===== config.mk =====
export PLATFORM = sky130hd
export DESIGN_NAME = tc0360pri_mix
export DESIGN_NICKNAME = d
export VERILOG_FILES = /design/src/rtl/tc0360pri_mix.sv
export SDC_FILE = /design/constraint.sdc
export NUM_CORES = 1
export LEC_CHECK = 0
export CAP_MARGIN = 15
export CORE_UTILIZATION = 43
export DETAILED_ROUTE_END_ITERATION = 8
export RECOVER_POWER = 25
export SLEW_MARGIN = 20
export SYNTH_ARGS = -nofsm -noshare
export SYNTH_HDL_FRONTEND = slang
export SYNTH_SLANG_ARGS = --single-unit

===== constraint.sdc =====
create_clock -name clk -period 8.6 [get_ports clk]
set_input_delay 2.15 -clock clk [delete_from_list [all_inputs] [get_ports clk]]
set_output_delay 2.15 -clock clk [all_outputs]
set_load 0.03 [all_outputs]

===== src/rtl/tc0360pri_mix.sv =====
// tc0360pri_mix -- priority mixer for two tilemap layers and one sprite layer.
//
// Holds a 16 x 8-bit CPU register file and runs a 2-stage pixel pipeline
// that picks the highest-priority opaque layer and emits a palette index.
//
// Ports:
//   clk, reset                  clock, async active-high reset
//   ce_pixel                    pixel-rate enable for the pipeline
//   CS, MA, RWn, UDSn, LDSn     CPU bus control; MDin write data, MDout read data
//   DTACKn                      transfer acknowledge (one wait cycle)
//   HBLANKn_in/VBLANKn_in       blanking in; HBLANKn/VBLANKn delayed to match IM
//   BG0, BG1, SPR, SPR_GRP      layer colour indices and sprite priority group
//   IM                          {bank, colour index} of the winning layer
module tc0360pri_mix (
   input  logic        clk,
   input  logic        reset,
   input  logic        ce_pixel,
   input  logic [15:0] MDin,
   output logic [15:0] MDout,
   input  logic        CS,
   input  logic [3:0]  MA,
   input  logic        RWn,
   input  logic        UDSn,
   input  logic        LDSn,
   output logic        DTACKn,
   input  logic        HBLANKn_in,
   input  logic        VBLANKn_in,
   output logic        HBLANKn,
   output logic        VBLANKn,
   input  logic [11:0] BG0,
   input  logic [11:0] BG1,
   input  logic [11:0] SPR,
   input  logic [1:0]  SPR_GRP,
   output logic [13:0] IM
);

   logic [7:0] regs [16];
   logic       armed;  // CS has been seen low since reset

   logic unused_ok;
   assign unused_ok = &{1'b0, UDSn, MDin[15:8]};

   // ---------------- CPU side ----------------
   always_ff @(posedge clk or posedge reset) begin
      if (reset) begin
         for (int i = 0; i < 16; i++) regs[i] <= 8'h00;
         regs[0] <= 8'h07;
      end else if (CS && !RWn && !LDSn) begin
         regs[MA] <= MDin[7:0];
      end
   end

   assign MDout = {8'h00, regs[MA]};

   // A CS held high across reset must drop once before it is acknowledged.
   always_ff @(posedge clk or posedge reset) begin
      if (reset) begin
         armed  <= 1'b0;
         DTACKn <= 1'b1;
      end else if (!CS) begin
         armed  <= 1'b1;
         DTACKn <= 1'b1;
      end else if (armed) begin
         DTACKn <= 1'b0;
      end
   end

   // ---------------- stage 1 inputs ----------------
   logic [3:0] spr_pri;
   always_comb begin
      case (SPR_GRP)
         2'd0:    spr_pri = regs[6][3:0];
         2'd1:    spr_pri = regs[6][7:4];
         2'd2:    spr_pri = regs[7][3:0];
         default: spr_pri = regs[7][7:4];
      endcase
   end

   logic [11:0] s1_idx0, s1_idx1, s1_idx2;
   logic [2:0]  s1_op;
   logic [3:0]  s1_pri0, s1_pri1, s1_pri2;
   logic [1:0]  s1_bank0, s1_bank1, s1_bank2, s1_bgbank;
   logic        s1_hb, s1_vb;

   // Banks are captured alongside the pixel so a register write between
   // ce_pixel pulses cannot retroactively change an in-flight pixel.
   always_ff @(posedge clk or posedge reset) begin
      if (reset) begin
         s1_idx0 <= '0; s1_idx1 <= '0; s1_idx2 <= '0;
         s1_op   <= '0;
         s1_pri0 <= '0; s1_pri1 <= '0; s1_pri2 <= '0;
         s1_bank0 <= '0; s1_bank1 <= '0; s1_bank2 <= '0; s1_bgbank <= '0;
         s1_hb <= 1'b0; s1_vb <= 1'b0;
      end else if (ce_pixel) begin
         s1_idx0   <= BG0;
         s1_idx1   <= BG1;
         s1_idx2   <= SPR;
         s1_op     <= {regs[0][2] & (|SPR[3:0]),
                       regs[0][1] & (|BG1[3:0]),
                       regs[0][0] & (|BG0[3:0])};
         s1_pri0   <= regs[4][3:0];
         s1_pri1   <= regs[4][7:4];
         s1_pri2   <= spr_pri;
         s1_bank0  <= regs[2][1:0];
         s1_bank1  <= regs[2][3:2];
         s1_bank2  <= regs[2][5:4];
         s1_bgbank <= regs[2][7:6];
         s1_hb     <= HBLANKn_in;
         s1_vb     <= VBLANKn_in;
      end
   end

   // ---------------- stage 2 selection ----------------
   // Layers are visited in ascending tie precedence; >= lets a later layer
   // take an equal priority, giving SPR > BG1 > BG0 on ties.
   logic        found;
   logic [3:0]  win_pri;
   logic [13:0] win_im;
   always_comb begin
      found   = 1'b0;
      win_pri = 4'd0;
      win_im  = {s1_bgbank, 12'h000};
      if (s1_op[0]) begin
         found = 1'b1; win_pri = s1_pri0; win_im = {s1_bank0, s1_idx0};
      end
      if (s1_op[1] && (!found || s1_pri1 >= win_pri)) begin
         found = 1'b1; win_pri = s1_pri1; win_im = {s1_bank1, s1_idx1};
      end
      if (s1_op[2] && (!found || s1_pri2 >= win_pri)) begin
         found = 1'b1; win_pri = s1_pri2; win_im = {s1_bank2, s1_idx2};
      end
   end

   always_ff @(posedge clk or posedge reset) begin
      if (reset) begin
         IM      <= '0;
         HBLANKn <= 1'b0;
         VBLANKn <= 1'b0;
      end else if (ce_pixel) begin
         IM      <= win_im;
         HBLANKn <= s1_hb;
         VBLANKn <= s1_vb;
      end
   end

endmodule

==> key figures, run 1 <==
Finish
  • Commonest non-fill, non-tap cell in the layout: dfrtp_1
  • Filler cell count: approximately 1800
  • Nets@finish: just under 800
  • Post-Layout Cell Count: 1013
  • N_diodes: 0
  • Multi-input logic area: 4180 um2
  • Most frequent cells in the layout: 203 x dfrtp_1, 180 x mux2_2, 78 x clkdlybuf4s50_1, 24 x o21ai_0
  • Share of cells above drive strength 1: a little over a third
  • Area delta synth->final: 18.1%
  • FF+latch area: between 5000 and 6000 um2

GRT
  • Tot GR Track Use: between 10% and 20%
  • Grt total ovfl: 0
  • Largest net degree at the start of global routing: 150
  • Vias in the first global route: between 5000 and 6000
  • Initial antenna violation count: 0
  • Global-route wire length before repair: around 33000 um

Clocking
  • Clock buffer depth: 3
  • Worst-Skew Late Latency: between 0.5 and 0.6 ns
  • CTS buffer count: 23
  • Post-CTS Setup Bufs: 0
  • Clk root buf: clkbuf_16
  • CTS clock-pin slew for the worst setup and hold paths: approximately 0.06 ns
  • CTS tree: built
  • Cts hold-fix bufs: 0
  • Clock Sinks: 207
  • CTS H-tree lvls: 1
  • Post-CTS resize count: 0

Place
  • Port Buffers: 82
  • Cells after DPL: between 900 and 1000
  • Routability cong.: ~0.75
  • Hpwl dp: 13400 um
  • Setup WS pre-CTS: approximately 1.6 ns

Worst setup path
  • Critical path required time: 6.45 ns
  • CP Capture Point: MDout[1]
  • Crit path kind: in2out
  • Worst-path fanout max: 35
  • Reg2reg start: s1_op[0]
  • Reg2Reg Setup Slack: ~4.2 ns
  • Worst r2r dst: IM[10]
  • Reg2Reg Depth: 12
  • Critical Path AT: 4.80 ns
  • CP Launch Point: MA[0]
  • Crit end category: primary output
  • Crit start category: primary input

Route
  • DR WL met2: about 9800 um
  • Detailed-route via count: between 5000 and 6000
  • Post-route ant nets: 0
  • Router iterations before antenna repair: 4
  • Met3 routed WL: roughly 950 um
  • Drt drc: 0
  • Final WL: ~21000 um
  • Met1 WL: about 9900 um
  • DR top layer: met4
  • Via density: roughly 5.5
  • DR WL/cell: about 21 um
  • Initial drt markers: roughly 250

Power
  • PwrDens: ~230 nW/um2
  • Switching part of the total: roughly a quarter
  • Clock Power Share: a little under two fifths
  • Peak supply drop: approximately 0.14 mV
  • Sequential share of power: between 40% and 50%
  • Combinational share of power: between 15 and 20%
  • Sw Pwr: about 670 uW
  • Int Pwr: ~2000 uW
  • Lkg Pwr: about 0.0052 uW
  • Total power: between 2000 and 3000 uW

Timing
  • Final setup fails: 0
  • Worst rel slew slack: -174%
  • Fin. Hold Viols: 0
  • Final Max Slew Viols: 239
  • Min Hold Slack: ~0.44 ns
  • RSZ-0062 raised after global routing: no
  • Setup_tns: 0 ns
  • Clock skew: 0.00872 ns
  • Final min period: just under 7 ns
  • Fmax achieved: 0.144 GHz
  • Final setup margin: ~1.6 ns
  • Slew @ Worst Pin: 4.12 ns
  • Tcrit/Tclk final: between 80% and 90%

Yosys
  • Sequential share of the synthesized area: between 50% and 60%
  • Synth top area cells: dfrtp_1 53%, mux2_2 21%, mux4_1 6.3%
  • Seq cells post-synth: between 200 and 250
  • Synthesis Warnings: 0
  • Syn avg cell area: between 10 and 15 um2
  • Dominant cell type by area after synthesis: dfrtp_1
  • Synth unique cells: 41
  • Cell area after synthesis: around 9600 um2
  • Mapped Cells: 645
  • Synth top area share: 52.7%

Outcome
  • Failing checks: max-capacitance violations, max-slew violations
  • Status: finished, violations left

Die
  • Die Area: approximately 23000 um2
  • # rows: 54
  • Die Y: approximately 150 um
  • Initial Util: 44.0%
  • Area of the core: 21900 um2
  • # IOs: 100
  • Die Wd: approximately 150 um

Worst hold path
  • Min-delay worst type: reg2reg

Job
  • Max cap viols: 2
[worst max-delay path, cell delays in order]
cell and delay (ns):
buf_2 0.79, mux4_1 0.70, mux4_2 0.53, clkdlybuf4s50_1 0.62
[metal layers]
layer | GRT usage [%] | vias up
met3 | 2.87 | 36
met1 | 27.1 | 2868
met5 | 0 | -
li1 | - | 2515
met4 | 4.31 | 0
met2 | 31.2 | 127
[registers in the layout, indices dropped and copies added (netlist names)]
name       cells
DTACKn         1
HBLANKn        1
IM            14
VBLANKn        1
armed          1
regs         128
s1_bank0       2
s1_bank1       2
s1_bank2       2
s1_bgbank      2
s1_hb          1
s1_idx0       12
s1_idx1       12
s1_idx2       12
s1_op          3
s1_pri0        4
s1_pri1        4
s1_pri2        4
s1_vb          1
[through the flow]
step | utilization (%) | instance area (um2)
5_1_grt | 52.0 | 11400
3_5_place_dp | 48.5 | 10600
2_1_floorplan | - | 9670
6_report | 52.0 | 11400
4_1_cts | 52.0 | 11400
3_3_place_gp | 48.5 | 10600
[logic make-up (layout without fill, tap and decap cells)]
| kind of cell | count (synthesis) | in the layout | share of synthesized area (%) |
|---|---|---|---|
| flops | 207 | 207 | 53.8 |
| buf+inv | 57 | 138 | 3.08 |
| fa+ha+maj | 8 | 8 | 1.04 |
| simple gates | 80 | 80 | 5.04 |
| other cells | 1 | 8 | 0.0389 |
| mux | 243 | 243 | 34.2 |
| compound gates | 49 | 49 | 2.78 |
[worst min-delay path by stage]
stage | from | end | slack, ns | cells past startpoint
floorplan | armed | DTACKn | 0.39 | 1
global placement | armed | DTACKn | 0.41 | 1
detailed placement | armed | DTACKn | 0.44 | 1
CTS | armed | DTACKn | 0.45 | 1
global route | armed | DTACKn | 0.48 | 1
finish | armed | DTACKn | 0.44 | 1
[synth_stat cells, drive strengths merged]
cell type and instances:
dfrtp 203, mux2 185, mux4 44, o21ai 25, buf 24, clkbuf 23, nand2 18, nor2b 17
a21oi 14, and2 14, mux2i 14, inv 10, nor2 10, ha 8, nand3 7, nand2b 5
a31oi 4, dfstp 4, or4 3, a21o 2, nor3 2, a211oi 1, and3 1, conb 1
nand3b 1, nor3b 1, o2111ai 1, o211ai 1, o21bai 1, or3b 1
[power by group through the flow]
stage	sequential, uW	combinational, uW	clock, uW
after CTS	1190	460	1020
after global placement	1200	447	0
after detailed placement	1210	456	0
after global routing	1210	496	1060
final	1190	455	994
after floorplan	1210	287	0
[area by class of cell]
class                      count  share of cell area (%)
clock buffer                  34                    6.03
clock inverter                 7                   0.769
tap                          280                    3.08
inverter                      10                   0.363
sequential                   207                    45.6
timing repair buffer          87                    7.44
multi-input combinational    388                    36.8
(Power assumes the default switching activity.)
==> inputs of run 2 (changes only) <==
Clock period 8.6 ns to 7.19 ns, I/O delays scaled along.
==> run 2 against run 1 <==
The run now ends clean. Global-route usage about the same. Core utilization increased by 0.34 points. Register-to-register slack lost 1.3 ns. Via count increased by 2.8%. Clock-buffer cell count grew 6. Final area up 0.66%. Critical path type unchanged. Critical endpoint unchanged. Highest routed layer unchanged.
==> key figures, run 2 (synthesized netlist as in run 1, its figures left out) <==
Outcome
  • Status: complete, no violations

Finish
  • Nets@finish: between 700 and 800
  • Reg with most FFs: regs
  • Share of cells above drive strength 1: 36.2%
  • Largest register FFs: between 100 and 150
  • Commonest non-fill, non-tap cell in the layout: dfrtp_1
  • Most frequent cells in the layout: 203 x dfrtp_1, 180 x mux2_2, 77 x clkdlybuf4s50_1, 25 x clkbuf_16, 24 x o21ai_0
  • Area delta synth->final: 18.9%
  • Fin area: ~11000 um2
  • Biggest registers after layout: regs (128), IM (14)
  • N_diodes: 0

Die
  • Initial Util: between 40% and 50%
  • Die Wd: roughly 150 um
  • Die Y: between 150 and 200 um
  • Area of the core: about 22000 um2
  • Die Area: between 20000 and 25000 um2
  • # IOs: 100
  • # rows: 54

Route
  • Drt drc: 0
  • Final WL: ~21000 um
  • Via density: roughly 5.6
  • DR WL/cell: between 20 and 25 um
  • Post-route ant nets: 0
  • Router iterations before antenna repair: 4
  • Initial drt markers: 184
  • Detailed-route via count: between 5000 and 6000

Worst setup path
  • Critical Path AT: between 4 and 5 ns
  • Critical path required time: between 5 and 6 ns
  • Crit start category: primary input
  • Worst-path fanout max: 36
  • Crit path kind: in2out
  • Crit end category: primary output
  • Reg2Reg Depth: 14
  • Reg2reg start: s1_op[0]
  • Reg2Reg Setup Slack: 2.88 ns
  • Worst r2r dst: IM[11]

Clocking
  • Cts hold-fix bufs: 0
  • CTS H-tree lvls: 1
  • CTS buffer count: 24
  • CTS clock-pin slew for the worst setup and hold paths: approximately 0.060 ns
  • Worst-Skew Late Latency: roughly 0.50 ns
  • Post-CTS Setup Bufs: 0
  • Clock buffer depth: 3
  • Clock Sinks: just over 200
  • Post-CTS resize count: 0
  • Clk root buf: clkbuf_16
  • CTS tree: built

Place
  • Placed standard-cell area: approximately 11000 um2
  • Routability cong.: 0.745
  • Hpwl dp: ~13000 um
  • Port Buffers: 82

Job
  • Max cap viols: 0

Timing
  • Slew @ Worst Pin: about 1.1 ns
  • Worst rel slew slack: around a quarter
  • Final min period: slightly above 6 ns
  • Fmax achieved: approximately 0.17 GHz
  • Final Max Slew Viols: 0
  • Tcrit/Tclk final: 84.3%
  • RSZ-0062 raised after global routing: no
  • Fin. Hold Viols: 0
  • Clock skew: slightly above 0.008 ns
  • Setup_tns: 0 ns
  • Final setup fails: 0

Worst hold path
  • Worst Hold Path EP: DTACKn
  • Min-delay src: armed
  • Hold depth: 1
  • Min-delay worst type: reg2reg

GRT
  • Grt total ovfl: 0
  • Tot GR Track Use: roughly a fifth
  • Global-route wire length before repair: ~33000 um
  • Initial antenna violation count: 0
  • Vias in the first global route: 5970
  • Largest net degree at the start of global routing: between 200 and 250

Power
  • Lkg Pwr: between 0.005 and 0.006 uW
  • PwrDens: around 280 nW/um2
  • Peak supply drop: 0.169 mV
==> run 2: metrics by stage <==
step           utilization [%]  worst slack [ns]  power, uW  std cells  hold slack (ns)
4_1_cts                   52.1             0.893       3210       1015            0.423
3_3_place_gp              48.5             0.896       1970        971            0.405
6_report                  52.3              1.13       3170       1017            0.418
2_1_floorplan                -              2.15       1790        652            0.393
3_5_place_dp              48.5             0.881       1990        971            0.414
5_1_grt                   52.3              1.07       3320       1017            0.469
==> run 2: how the worst max path moves through the flow <==
stage,slack (ns),cells after the start,start,end
final,1.13,5,MA[1],MDout[1]
after floorplan,2.15,4,MA[1],MDout[5]
after detailed placement,0.88,4,MA[0],MDout[1]
after CTS,0.89,4,MA[0],MDout[1]
after global placement,0.90,4,MA[0],MDout[1]
after global routing,1.07,5,MA[1],MDout[1]
==> run 2: final cells by class <==
cell class,instances,area (um2)
Sequential cell,207,5180
Clock inverter,4,45.0
Fill cell,1833,10400
Multi-Input combinational cell,388,4190
Timing Repair Buffer,88,893
Inverter,10,41.3
Clock buffer,40,752
Tap cell,280,350
==> run 2: power breakdown <==
group,total (uW),leakage [uW],internal (uW),switching (uW)
combinational,541,0.00214,292,248
clock,1210,0.000394,744,462
sequential,1420,0.00267,1330,94.6
==> run 2: per-layer routing <==
layer	track usage (%)	vias to the layer above	part of all wire (%)
met5	0	-	0
met4	4.75	0	2.3
met3	3.05	41	4.8
met2	30.9	149	46
met1	27.0	2988	47
li1	-	2521	-
==> run 2: worst max-delay path: stages <==
cell and delay, ns:
clkdlybuf4s50_1 0.47, buf_4 0.43, mux4_1 0.40, mux4_2 0.53, clkdlybuf4s50_1 0.62
